===== src/rtl/pcie_fifo_pkg.sv =====
// ----------------------------------------------------------------------------
// pcie_fifo_pkg
// Purpose : Constants and helper functions shared by the PCIe RX FIFOs
//           (command FIFO, TLP tag FIFO and completion FIFO).
// Contents: clog2()      - ceiling log2 for sizing counters and addresses
//           ptr_width()  - pointer width: address bits plus one wrap bit
//           LP_CMD_*     - default geometry of the RX command FIFO
// ----------------------------------------------------------------------------
package pcie_fifo_pkg;

  // Default geometry of the RX command FIFO.
  localparam int LP_CMD_DATA_WIDTH   = 46;
  localparam int LP_CMD_DEPTH_WIDTH  = 5;
  localparam int LP_CMD_ALLOC_WIDTH  = 1;
  localparam int LP_CMD_AFULL_MARGIN = 4;

  function automatic int clog2(input int value);
    int result;
    result = 0;
    while ((1 << result) < value) begin
      result = result + 1;
    end
    return result;
  endfunction

  // The extra MSB is the wrap bit. It tells full apart from empty when the
  // address bits of the two pointers are equal.
  function automatic int ptr_width(input int depth_width);
    return depth_width + 1;
  endfunction

endpackage : pcie_fifo_pkg


===== src/rtl/pcie_sdp_ram.sv =====
// ----------------------------------------------------------------------------
// pcie_sdp_ram
// Purpose : Inferred simple-dual-port RAM. It has one write port and one
//           synchronous read port that is enabled on every cycle.
//           The read is read-first: when the write and the read hit the same
//           address on the same edge, the read returns the old contents.
// Ports   : clk        - clock
//           i_wr_en    - write strobe
//           i_wr_addr  - write address (AW bits)
//           i_wr_data  - write data (DW bits)
//           i_rd_addr  - read address, sampled on every edge
//           o_rd_data  - registered read data
// ----------------------------------------------------------------------------
module pcie_sdp_ram #(
  parameter int DW = 46,
  parameter int AW = 5
) (
  input  logic          clk,
  input  logic          i_wr_en,
  input  logic [AW-1:0] i_wr_addr,
  input  logic [DW-1:0] i_wr_data,
  input  logic [AW-1:0] i_rd_addr,
  output logic [DW-1:0] o_rd_data
);

  logic [DW-1:0] r_mem [2**AW];
  logic [DW-1:0] r_rd_data;

  // Both ports sit in one process with non-blocking assignments.
  // This gives read-first behaviour and maps onto block RAM.
  always_ff @(posedge clk) begin
    if (i_wr_en) begin
      r_mem[i_wr_addr] <= i_wr_data;
    end
    r_rd_data <= r_mem[i_rd_addr];
  end

  assign o_rd_data = r_rd_data;

endmodule : pcie_sdp_ram


===== src/rtl/pcie_cmd_fwft_fifo.sv =====
// ----------------------------------------------------------------------------
// pcie_cmd_fwft_fifo
// Purpose : Single-clock, first-word-fall-through command buffer that sits
//           between the TLP RX parser and the command consumers.
//           Full and empty are tracked in allocation units of
//           2**P_FIFO_ALLOC_WIDTH entries.
// Ports   : clk            - clock, all logic on posedge
//           rst            - synchronous active-high reset
//           flush          - synchronous clear (pointers only)
//           wr_en, wr_data - push one entry
//           full_n         - 0 when no allocation unit is free
//           almost_full_n  - 0 when free entries <= P_AFULL_MARGIN
//           rd_en          - pop the head entry
//           rd_data        - head entry, valid while empty_n=1
//           empty_n        - 1 when at least one complete unit is visible
//           occupancy      - visible entries (rear_vis - front)
//           wr_ovf         - one-cycle pulse: a push was rejected
//           rd_udf         - one-cycle pulse: a pop was rejected
// ----------------------------------------------------------------------------
module pcie_cmd_fwft_fifo
  import pcie_fifo_pkg::*;
#(
  parameter int P_FIFO_DATA_WIDTH  = LP_CMD_DATA_WIDTH,
  parameter int P_FIFO_DEPTH_WIDTH = LP_CMD_DEPTH_WIDTH,
  parameter int P_FIFO_ALLOC_WIDTH = LP_CMD_ALLOC_WIDTH,
  parameter int P_AFULL_MARGIN     = LP_CMD_AFULL_MARGIN
) (
  input  logic                          clk,
  input  logic                          rst,
  input  logic                          flush,
  input  logic                          wr_en,
  input  logic [P_FIFO_DATA_WIDTH-1:0]  wr_data,
  output logic                          full_n,
  output logic                          almost_full_n,
  input  logic                          rd_en,
  output logic [P_FIFO_DATA_WIDTH-1:0]  rd_data,
  output logic                          empty_n,
  output logic [P_FIFO_DEPTH_WIDTH:0]   occupancy,
  output logic                          wr_ovf,
  output logic                          rd_udf
);

  localparam int LP_PTR_W = ptr_width(P_FIFO_DEPTH_WIDTH);
  localparam int LP_AW    = P_FIFO_DEPTH_WIDTH;
  localparam int LP_UW    = P_FIFO_ALLOC_WIDTH;
  localparam logic [LP_PTR_W-1:0] LP_DEPTH  = LP_PTR_W'(1) << P_FIFO_DEPTH_WIDTH;
  localparam logic [LP_PTR_W-1:0] LP_MARGIN = LP_PTR_W'(P_AFULL_MARGIN);

  logic [LP_PTR_W-1:0] r_front;
  logic [LP_PTR_W-1:0] r_rear;
  logic [LP_PTR_W-1:0] r_rear_vis;
  logic                r_wr_ovf;
  logic                r_rd_udf;

  logic                w_full_n;
  logic                w_empty_n;
  logic                w_push;
  logic                w_pop;
  logic [LP_PTR_W-1:0] w_front_inc;
  logic [LP_PTR_W-1:0] w_rear_inc;
  logic [LP_PTR_W-1:0] w_used;
  logic [LP_PTR_W-1:0] w_free;
  logic [LP_AW-1:0]    w_rd_addr;

  // Full: the wrap bits differ and the in-ring unit indices match, so the
  // producer has lapped the consumer by one whole ring.
  assign w_full_n = ~((r_rear[LP_PTR_W-1] != r_front[LP_PTR_W-1]) &&
                      (r_rear[LP_PTR_W-2:LP_UW] == r_front[LP_PTR_W-2:LP_UW]));

  // Empty is judged against rear_vis, not rear. A unit completed on this
  // edge stays hidden until the RAM read port has had one edge to fetch it.
  // Per-entry pops inside the head unit keep front in the same unit, so
  // the head unit remains visible until its last entry is popped.
  assign w_empty_n = (r_rear_vis[LP_PTR_W-1:LP_UW] != r_front[LP_PTR_W-1:LP_UW]);

  // Flush suppresses both transfers, so it cannot raise an error pulse.
  assign w_push = wr_en & w_full_n  & ~flush;
  assign w_pop  = rd_en & w_empty_n & ~flush;

  assign w_front_inc = r_front + LP_PTR_W'(1);
  assign w_rear_inc  = r_rear  + LP_PTR_W'(1);

  // Almost-full counts entries already written, including ones not yet
  // visible. This gives the producer back-pressure as early as possible.
  assign w_used = r_rear - r_front;
  assign w_free = LP_DEPTH - w_used;

  // FWFT: the read address looks one entry ahead when a pop happens. The
  // registered RAM output then already holds the new head after the edge.
  assign w_rd_addr = w_pop ? w_front_inc[LP_AW-1:0] : r_front[LP_AW-1:0];

  always_ff @(posedge clk) begin
    if (rst || flush) begin
      r_front    <= '0;
      r_rear     <= '0;
      r_rear_vis <= '0;
    end else begin
      r_rear_vis <= r_rear;
      if (w_push) begin
        r_rear <= w_rear_inc;
      end
      if (w_pop) begin
        r_front <= w_front_inc;
      end
    end
  end

  always_ff @(posedge clk) begin
    if (rst) begin
      r_wr_ovf <= 1'b0;
      r_rd_udf <= 1'b0;
    end else begin
      r_wr_ovf <= wr_en & ~w_full_n  & ~flush;
      r_rd_udf <= rd_en & ~w_empty_n & ~flush;
    end
  end

  pcie_sdp_ram #(
    .DW (P_FIFO_DATA_WIDTH),
    .AW (LP_AW)
  ) u_ram (
    .clk       (clk),
    .i_wr_en   (w_push),
    .i_wr_addr (r_rear[LP_AW-1:0]),
    .i_wr_data (wr_data),
    .i_rd_addr (w_rd_addr),
    .o_rd_data (rd_data)
  );

  assign full_n        = w_full_n;
  assign almost_full_n = (w_free > LP_MARGIN);
  assign empty_n       = w_empty_n;
  assign occupancy     = r_rear_vis - r_front;
  assign wr_ovf        = r_wr_ovf;
  assign rd_udf        = r_rd_udf;

endmodule : pcie_cmd_fwft_fifo


===== config.mk =====
export PLATFORM = sky130hd
export DESIGN_NAME = pcie_cmd_fwft_fifo
export DESIGN_NICKNAME = d
export VERILOG_FILES = /design/src/rtl/pcie_fifo_pkg.sv /design/src/rtl/pcie_sdp_ram.sv /design/src/rtl/pcie_cmd_fwft_fifo.sv
export SDC_FILE = /design/constraint.sdc
export NUM_CORES = 1
export LEC_CHECK = 0
export BUFFER_PORTS_ARGS = -buffer_cell sky130_fd_sc_hd__buf_2
export CORE_MARGIN = 3
export CORE_UTILIZATION = 30
export DETAILED_ROUTE_END_ITERATION = 7
export GPL_TIMING_DRIVEN = 0
export PLACE_DENSITY_LB_ADDON = 0.12
export SLEW_MARGIN = 15
export SYNTH_ARGS = -nofsm -noshare
export SYNTH_HDL_FRONTEND = slang
export SYNTH_SLANG_ARGS = --single-unit

===== constraint.sdc =====
create_clock -name clk -period 6.17 [get_ports clk]
set_clock_uncertainty 0.2 [all_clocks]
set_input_delay 0.3085 -clock clk [delete_from_list [all_inputs] [get_ports clk]]
set_output_delay 0.3085 -clock clk [all_outputs]
set_load 0.005 [all_outputs]

* After elaboration in Yosys (flattened, before gate mapping)
Memory sizes are Yosys's and may differ from the RTL's. A register that Yosys moved wholly into a read port is not among the register bits.
Cells that the tools add are included.
** Cells by class
- Add/subtract/negate cells :: 5
- Magnitude comparators :: 1
- Eq/ne operators :: 3
- Mux-type cells :: 3
- Bitwise operators :: 11
- Reduce and logical (&&, ||, !) cells :: 2
** Operators with widths (count)
- adder 6 x 1 -> 6 bit (second input constant) :: 2
- subtractor 6 bit :: 2
- bitwise AND 1 bit :: 8
- greater-than comparator 6 x 3 -> 1 bit (second input constant) :: 1
- subtractor 6 bit (first input constant) :: 1
- 2-to-1 mux 5 bit :: 1
- inequality test 5 bit :: 1
- equality test 4 bit :: 1
- NOT 1 bit :: 3
- 2-to-1 mux 1 bit :: 2
- logical AND 1 bit :: 1
- logical OR 1 bit :: 1
- inequality test 1 bit :: 1
** Word-level totals
- Bits in registers :: 20
- Bits in writable memories :: 1472
- Input bits :: 51
- Logic and storage cells :: 31
- Memories :: 1
** Memories
- u_ram.r_mem :: depth 32, width 46, read ports 1, clocked after Yosys merged registers in 1, write ports 1, RTL line pcie_sdp_ram.sv:26 : logic [DW-1:0] r_mem [2**AW];

* Logic depth before layout (Yosys ltp)
Gate-level depths: netlist of the first run.
- Word-level depth :: 7
- Depth in mapped cells :: 14
- Depth with buffers taken out :: 9

* Cells and area by module
Synthesis of the first run repeated with hierarchy kept, for this count alone.
** Second synthesis, totals
- Cells, all modules :: 3375
- Area total of the unflattened synthesis :: 59519.6 µm²
** By module, submodules not included
- pcie_sdp_ram :: times used 1, cells each 3226, area each 58214.6 µm², sequential area each 45123.3 µm²
- pcie_cmd_fwft_fifo :: times used 1, cells each 149, area each 1305.0 µm², sequential area each 400.4 µm²

* Least setup slack after synthesis of the first run
Ideal clock, no wire load.
- Kind :: reg-to-reg
- Start point :: register r_rear[2]
- End point :: memory u_ram.r_mem[15][0] (enable)
- Data arrival time :: 3.763 ns
- Data required time :: 5.519 ns
- Slack :: 1.756 ns
- Stages on the path, launching flop included :: 9
- Clock period less this slack :: 4.414 ns
- Cell sequence :: dfxtp_1 clkbuf_1 inv_1 ha_1 nand4_1 o21ai_0 nor2_1 nand2_1 nor2_1
** On the way
- Longest elaborated chain between the ends :: 7
** RTL lines
- start: declaration :: RTL line pcie_cmd_fwft_fifo.sv:50 : logic [LP_PTR_W-1:0] r_rear;
- start signal: assignment :: RTL line pcie_cmd_fwft_fifo.sv:100 : r_rear <= w_rear_inc;
- equality test 4 bit :: RTL line pcie_cmd_fwft_fifo.sv:68 : (r_rear[LP_PTR_W-2:LP_UW] == r_front[LP_PTR_W-2:LP_UW]));
- logical AND 1 bit :: RTL line pcie_cmd_fwft_fifo.sv:67 : assign w_full_n = ~((r_rear[LP_PTR_W-1] != r_front[LP_PTR_W-1]) &&
- NOT 1 bit :: RTL line pcie_cmd_fwft_fifo.sv:67
- bitwise AND 1 bit (2 in a row) :: RTL line pcie_cmd_fwft_fifo.sv:77 : assign w_push = wr_en & w_full_n & ~flush;
- 2-to-1 mux 1 bit :: RTL line pcie_sdp_ram.sv:32 : if (i_wr_en) begin
- 2-to-1 mux 1 bit (implied by the code) :: RTL line pcie_sdp_ram.sv:33 : r_mem[i_wr_addr] <= i_wr_data;
- end: declaration :: RTL line pcie_sdp_ram.sv:26
Several ways; a longest one is shown, not always the timed one.

* Worst setup path in the final report of the first run
- Start point :: register r_front[1]
- End point :: register u_ram.r_rd_data[34], in the netlist u_ram.o_rd_data[34] (read register of u_ram.r_mem)
** On the way
- Longest elaborated chain between the ends :: 4
- Elaborated cells on any way between the ends :: 5
** RTL lines
- start: declaration :: RTL line pcie_cmd_fwft_fifo.sv:49 : logic [LP_PTR_W-1:0] r_front;
- start signal: assignment :: RTL line pcie_cmd_fwft_fifo.sv:103 : r_front <= w_front_inc;
- branches (longest 3 deep; another with adder 6 x 1 -> 6 bit)
- 2-to-1 mux 5 bit * :: RTL line pcie_cmd_fwft_fifo.sv:90 : assign w_rd_addr = w_pop ? w_front_inc[LP_AW-1:0] : r_front[LP_AW-1:0];
- end: declaration :: RTL line pcie_sdp_ram.sv:27 : logic [DW-1:0] r_rd_data;
Every way passes the cells marked *.
A chain may end at the register's enable or synchronous reset.

==> results of run 1 <==
-- worst min path at each step --
stage	slack, ns	to	cells past startpoint	from
after floorplan	0.21	u_ram.r_mem[0][0]	0	wr_data[0]
after global placement	0.35	wr_ovf	3	wr_en
after global routing	0.36	u_ram.r_mem[8][2]	2	wr_data[2]
after CTS	0.31	u_ram.r_mem[0][6]	2	wr_data[6]
after detailed placement	0.34	wr_ovf	3	wr_en
final	0.36	u_ram.r_mem[26][23]	2	wr_data[23]
-- metrics by stage --
stage / util (%) / total power (uW)
global route: 36.31 / 22450
detailed placement: 33.27 / 11970
CTS: 36.31 / 22040
floorplan: - / 11750
finish: 36.31 / 21720
global placement: 32.19 / 11960
-- kinds of logic (layout without fill, tap and decap cells) --
family                   after synthesis  count (layout)
adder cells (fa/ha/maj)               21              21
AND/OR/NAND/NOR                      190             190
XOR/XNOR                              21              21
flip-flops                          1538            1538
multiplexers                         866             866
buffers and inverters                185             757
other                                  0               1
AO/OA/AOI/OAI                        343             343
-- critical path: cells and delay by family (launching register included) --
family / cells / cell delay, ns
adder cells (fa/ha/maj): 1 / 0.31
AO/OA/AOI/OAI: 3 / 1.02
multiplexers: 1 / 0.13
buffers and inverters: 6 / 2.67
AND/OR/NAND/NOR: 2 / 0.67
flip-flops: 1 / 0.45
-- sequential cells by signal (all words and copies together), names as in the netlist --
register,flops
u_ram.r_mem,1472
u_ram.o_rd_data,46
r_front,6
r_rear,6
r_rear_vis,6
rd_udf,1
wr_ovf,1
-- where the power goes --
part / internal, uW / switching (uW)
clock: 5770 / 4180
sequential: 11500 / 7.73
combinational: 74.7 / 219
-- cell usage in the layout, fill, tap and decap left out, types with 23 or more instances in the layout --
master,n
clkinv_1,24
buf_12,55
clkbuf_16,180
mux4_2,51
edfxtp_1,1472
nor2_4,32
a22oi_1,137
buf_16,24
a221oi_1,86
o21ai_0,49
buf_2,181
nor2_1,23
nor2b_1,46
dfxtp_1,66
a211oi_1,45
mux2i_1,811
clkbuf_1,125
nand4_1,50
dlygate4sd3_1,54
-- cells in the mapped netlist (7+ instances only) --
| master | instances |
|---|---|
| a21oi_1 | 9 |
| nor2b_1 | 46 |
| nand4_1 | 50 |
| buf_4 | 8 |
| o21ai_0 | 49 |
| inv_1 | 20 |
| a221oi_1 | 86 |
| a211oi_1 | 45 |
| buf_6 | 16 |
| mux2i_1 | 811 |
| nor2_1 | 56 |
| edfxtp_1 | 1472 |
| a22oi_1 | 137 |
| mux4_2 | 51 |
| ha_1 | 19 |
| xnor2_1 | 14 |
| nand2_1 | 13 |
| clkbuf_1 | 60 |
| dfxtp_1 | 66 |
| buf_2 | 74 |
| nand3_1 | 7 |
-- routing by layer --
| layer | part of all wire, % | wire, um | GRT usage (%) |
|---|---|---|---|
| met5 | 0 | 0 | 0 |
| met4 | 2.2 | 3836 | 4.552 |
| met3 | 3.4 | 5857 | 2.376 |
| met1 | 45 | 77020 | 22.37 |
| met2 | 49 | 84180 | 27.95 |
-- layout make-up --
class | count | area [um2]
buffer | 165 | 874.6
tap | 2640 | 3303
inverter | 20 | 75.07
clock buffer | 257 | 4903
antenna | 1 | 2.502
multi-input combinational | 1441 | 13710
clock inverter | 66 | 585.6
fill | 18470 | 126100
sequential | 1538 | 45520
timing repair buffer | 249 | 2935
==> impl_metrics.yaml, run 1 <==
status:
  outcome: "finished, final reports clean"
yosys:
  synth_fa_ha_area_share_pct: 0.4636
  synth_compound_area_share_pct: 4.308
  yosys_warnings: 0
  yosys-top-cells-area: "edfxtp_1 74%, mux2i_1 14%, dfxtp_1 2.2%"
  synth-simple-area-share_pct: 1.692
  synth-xor-area-share_pct: 0.3759
  syn_inst: 3164
  synth-edff-count: 1472
  synth-seq-cells: 1538
  syn_avg_cell_area_um2: 18.94
  yosysUniqueCellTypes: 49
  syn-cell-area_um2: 59910
  async_reset_ff_share_pct: 0
  syn-num-nets: 3236
  yosysTopAreaCellShare_pct: 73.78
  ys_seq_area_share_pct: 75.98
  synth_top_family_by_area: "multiplexers"
  synthMuxAreaShare_pct: 15.60
  synth_flop_cell: "edfxtp_1"
  synth_area_leader_cell: "edfxtp_1"
finish:
  synthToLayoutAreaGrowth_pct: 20.02
  drive_gt1_share_pct: 16.89
  nets: 3660
  fin_cells: 6377
  fin_area_um2: 71910
worst_setup_path:
  crit_chain: "clkbuf_1 -> inv_1 -> ha_1 -> nand4_1 -> o211a_1 -> buf_2 -> a21oi_1 -> buf_2 -> buf_2 -> buf_2 -> mux2i_1 -> a22oi_1 -> nand4_1"
  r2r_end: "u_ram.o_rd_data[34]"
  startpoint_type: "register"
  crit_start: "r_front[1]"
  crit_top_cell: "buf_2"
  critPathArrivalTime_ns: 6.10
  critical_path_class: "reg -> reg"
  r2r_start: "r_front[1]"
  reg2reg_slack_ns: 0.43
  end_kind: "register"
  crit_end: "u_ram.o_rd_data[34]"
  cpMaxStageDelayCell: "buf_2"
  max_stage_delay_ns: 0.77
  required_ns: 6.54
  crit_fanout: 11
  reg2regPathDepth: 13
clock_network:
  post-cts-setup-buffers: 0
  root_buffer: "clkbuf_16"
  cts.path.max_buffers: 3
  hold_buffers: 54
  cts_max_level: 4
  clk_pin_slew_ns: 0.06
  cts_tree: "yes"
  cts.repair.resized: 0
  clock_latency_ns: 0.80
  clock_sink_count: 1538
  cts_inserted_buffers: 173
timing:
  rsz0062_at_grt: "false"
  timing.fmax_mhz: 174.3
  fin_ws_ns: 0.4324
  fin_crit_ns: 5.738
  slew_viol_final: 0
  setup_viol: 0
  fin_tns_setup_ns: 0
  tightestPinTransition_ns: 1.157
  max-slew-margin-rel_pct: 21.37
  hold_violations: 0
  whs_ns: 0.3625
  timing.final.crit_share_pct: 92.99
job:
  maxCapViolCount: 0
global_route:
  grt_max_degree: 33
  antenna_found_initial: 6
  grt_usage_pct: 16.60
  grt_pass1_vias: 31520
  grt_pass1_wl_mm: 241.4
  overflow: 0
pwr:
  leakage_uw: 0.02325
  powerDensity_nw_per_um2: 302.0
  vdd_drop_max_v: 0.0002993
worst_hold_path:
  hold_path.class: "in -> reg"
floorplan:
  fp.dieH_um: 452.9
  dieArea_um2: 205100
  rows: 163
  initial_core_util_pct: 30.25
  core_um2: 198000
  pin_count: 108
  die_w_um: 452.9
route:
  wl_per_cell_um: 26.80
  via_count: 30500
  via_per_inst: 4.783
  initialDrtViolationCount: 2137
  wl_mm: 170.9
  drtAntennaViolNets: 0
  dr.pass1.iters: 7
  drc: 0
placement:
  gp_congestion: 0.7244
  portBuffers: 107
  dpl_cell_area_um2: 65880
  placed_cells: 5999
  dp_hpwl_mm: 118.5
  place_ws_ns: 0.2393
(Power assumes the default switching activity.)
==> run 2, diff against run 1 <==
Settings changed: BUFFER_PORTS_ARGS -buffer_cell sky130_fd_sc_hd__buf_2 to default, DONT_BUFFER_PORTS from default to 1.
==> impl_metrics.yaml, run 2 (synthesis gave the netlist of run 1 again) <==
status:
  outcome: "finished, final reports clean"
global_route:
  grt_use_met2_pct: 28.04
  grt_pass1_wl_mm: 241.8
  top_usage_layer: "met2"
  antenna_found_initial: 10
  grt_pass1_vias: 31140
  overflow: 0
  grt_max_degree: 33
  grt_usage_pct: 16.56
  use_met3_pct: 2.586
  use_met1_pct: 22.29
timing:
  timing.final.crit_share_pct: 98.08
  setup_viol: 0
  max-slew-margin-rel_pct: 17.12
  timing.fmax_mhz: 165.2
  slew_viol_final: 0
  fin_ws_ns: 0.1184
  rsz0062_at_grt: "false"
  hold_violations: 0
  fin_tns_setup_ns: 0
  tightestPinTransition_ns: 1.219
  fin_crit_ns: 6.052
clock_network:
  post-cts-setup-buffers: 0
  cts_max_level: 4
  cts.path.max_buffers: 3
  cts_inserted_buffers: 173
  root_buffer: "clkbuf_16"
  clock_latency_ns: 0.80
  clock_sink_count: 1538
  clk_pin_slew_ns: 0.06
  cts_tree: "yes"
job:
  maxCapViolCount: 0
finish:
  fin_cells: 6293
  largest_reg_flops: 1472
  synthToLayoutAreaGrowth_pct: 19.23
  finish.utilization_pct: 36.07
  nets: 3577
  drive_gt1_share_pct: 15.13
  layout_commonest_cell: "edfxtp_1"
  regMostFlops: "u_ram.r_mem"
  nFillCells: 18470
  layout_common_cells: "1,472 x edfxtp_1, 811 x mux2i_1, 175 x clkbuf_16"
floorplan:
  die_w_um: 452.9
  fp.dieH_um: 452.9
  core_um2: 198000
  initial_core_util_pct: 30.25
  pin_count: 108
  dieArea_um2: 205100
  rows: 163
placement:
  dp_hpwl_mm: 117.6
  place_ws_ns: 0.04123
  portBuffers: 0
  placed_cells: 5888
  gp_congestion: 0.7284
pwr:
  leakage_uw: 0.02291
  vdd_drop_max_v: 0.0002803
  powerDensity_nw_per_um2: 300.5
  finalPower_uw: 21470
route:
  via_per_inst: 4.806
  wl_per_cell_um: 27.05
  initialDrtViolationCount: 2287
  drc: 0
  drtAntennaViolNets: 0
  via_count: 30240
  dr.pass1.iters: 5
  wl_mm: 170.2
worst_setup_path:
  crit_chain: "clkbuf_1 -> inv_1 -> ha_1 -> nand4_1 -> o211a_1 -> buf_2 -> a21oi_1 -> buf_2 -> buf_2 -> buf_2 -> mux2i_1 -> a22oi_1 -> nand4_1"
  critical_path_class: "reg -> reg"
  cpMaxStageDelayCell: "buf_2"
  critPathArrivalTime_ns: 6.38
  crit_top_cell: "buf_2"
  max_stage_delay_ns: 0.69
  cp.buffers_inverters: 6
  end_kind: "register"
  crit_fanout: 10
  crit_family: "buffers and inverters"
  required_ns: 6.50
  startpoint_type: "register"
worst_hold_path:
  hold_path.class: "in -> reg"
## run 2: cell count changes in the layout (fill, tap and decap cells not counted), sizes merged
cell      delta
buf         -83
clkbuf      -13
inv          +5
clkinvlp     -2
bufinv       -3
clkinv       +8
diode        +4
## run 2: routing by layer
metal / vias up / routed length [um] / share of wire, %
met2: 574 / 84150 / 49
met3: 197 / 6381 / 3.7
li1: 13590 / - / -
met4: 0 / 3239 / 1.9
met5: - / 0 / 0
met1: 15880 / 76480 / 45
## run 2: per-stage QoR
| stage | cell area (um2) | hold WS [ns] |
|---|---|---|
| final | 71430 | 0.1446 |
| after global routing | 71430 | 0.1253 |
| after CTS | 71370 | 0.05893 |
| after detailed placement | 65180 | 0.2092 |
| after global placement | 63220 | 0.2091 |
| after floorplan | 59910 | 0.2074 |
## run 2: tightest hold or removal path, delay by kind of cell
family / cells / cell delay, ns
buffers and inverters: 1 / 0.54
and+or+nand+nor: 2 / 0.22
## run 2: power breakdown
part	switching, uW	internal [uW]	total [uW]
combinational	211	79.3	291
sequential	12.1	11500	11500
clock	4170	5530	9700
## run 2: repair_timing
action | 4_1_cts | 5_1_grt
endpoints found under the setup margin | 0 | 0
hold endpoints to repair | 1485 | 352
resized for setup | 0 | 0
hold buffers | 71 | 11
## run 2: cell type report
type                    instances  area, um2  area share [%]
inverters                      20      75.07          0.1051
clock inverters                74      529.3          0.7409
well taps                    2640       3303           4.624
diodes                          5      12.51         0.01752
clock buffers                 244       4778           6.689
multi-input cells            1441      13710           19.19
plain buffers                 165      874.6           1.224
flip-flops and latches       1538      45520           63.73
repair buffers                166       2631           3.684
## run 2: final timing paths
| path | startpoint | to | slack (ns) | cells past startpoint |
|---|---|---|---|---|
| setup / recovery | r_front[1] | u_ram.o_rd_data[31] | 0.12 | 13 |
| hold / removal | flush | rd_udf | 0.14 | 3 |
| setup reg to reg | r_front[1] | u_ram.o_rd_data[31] | 0.12 | 13 |
| hold reg to reg | r_rear[5] | r_rear[5] | 0.38 | 2 |
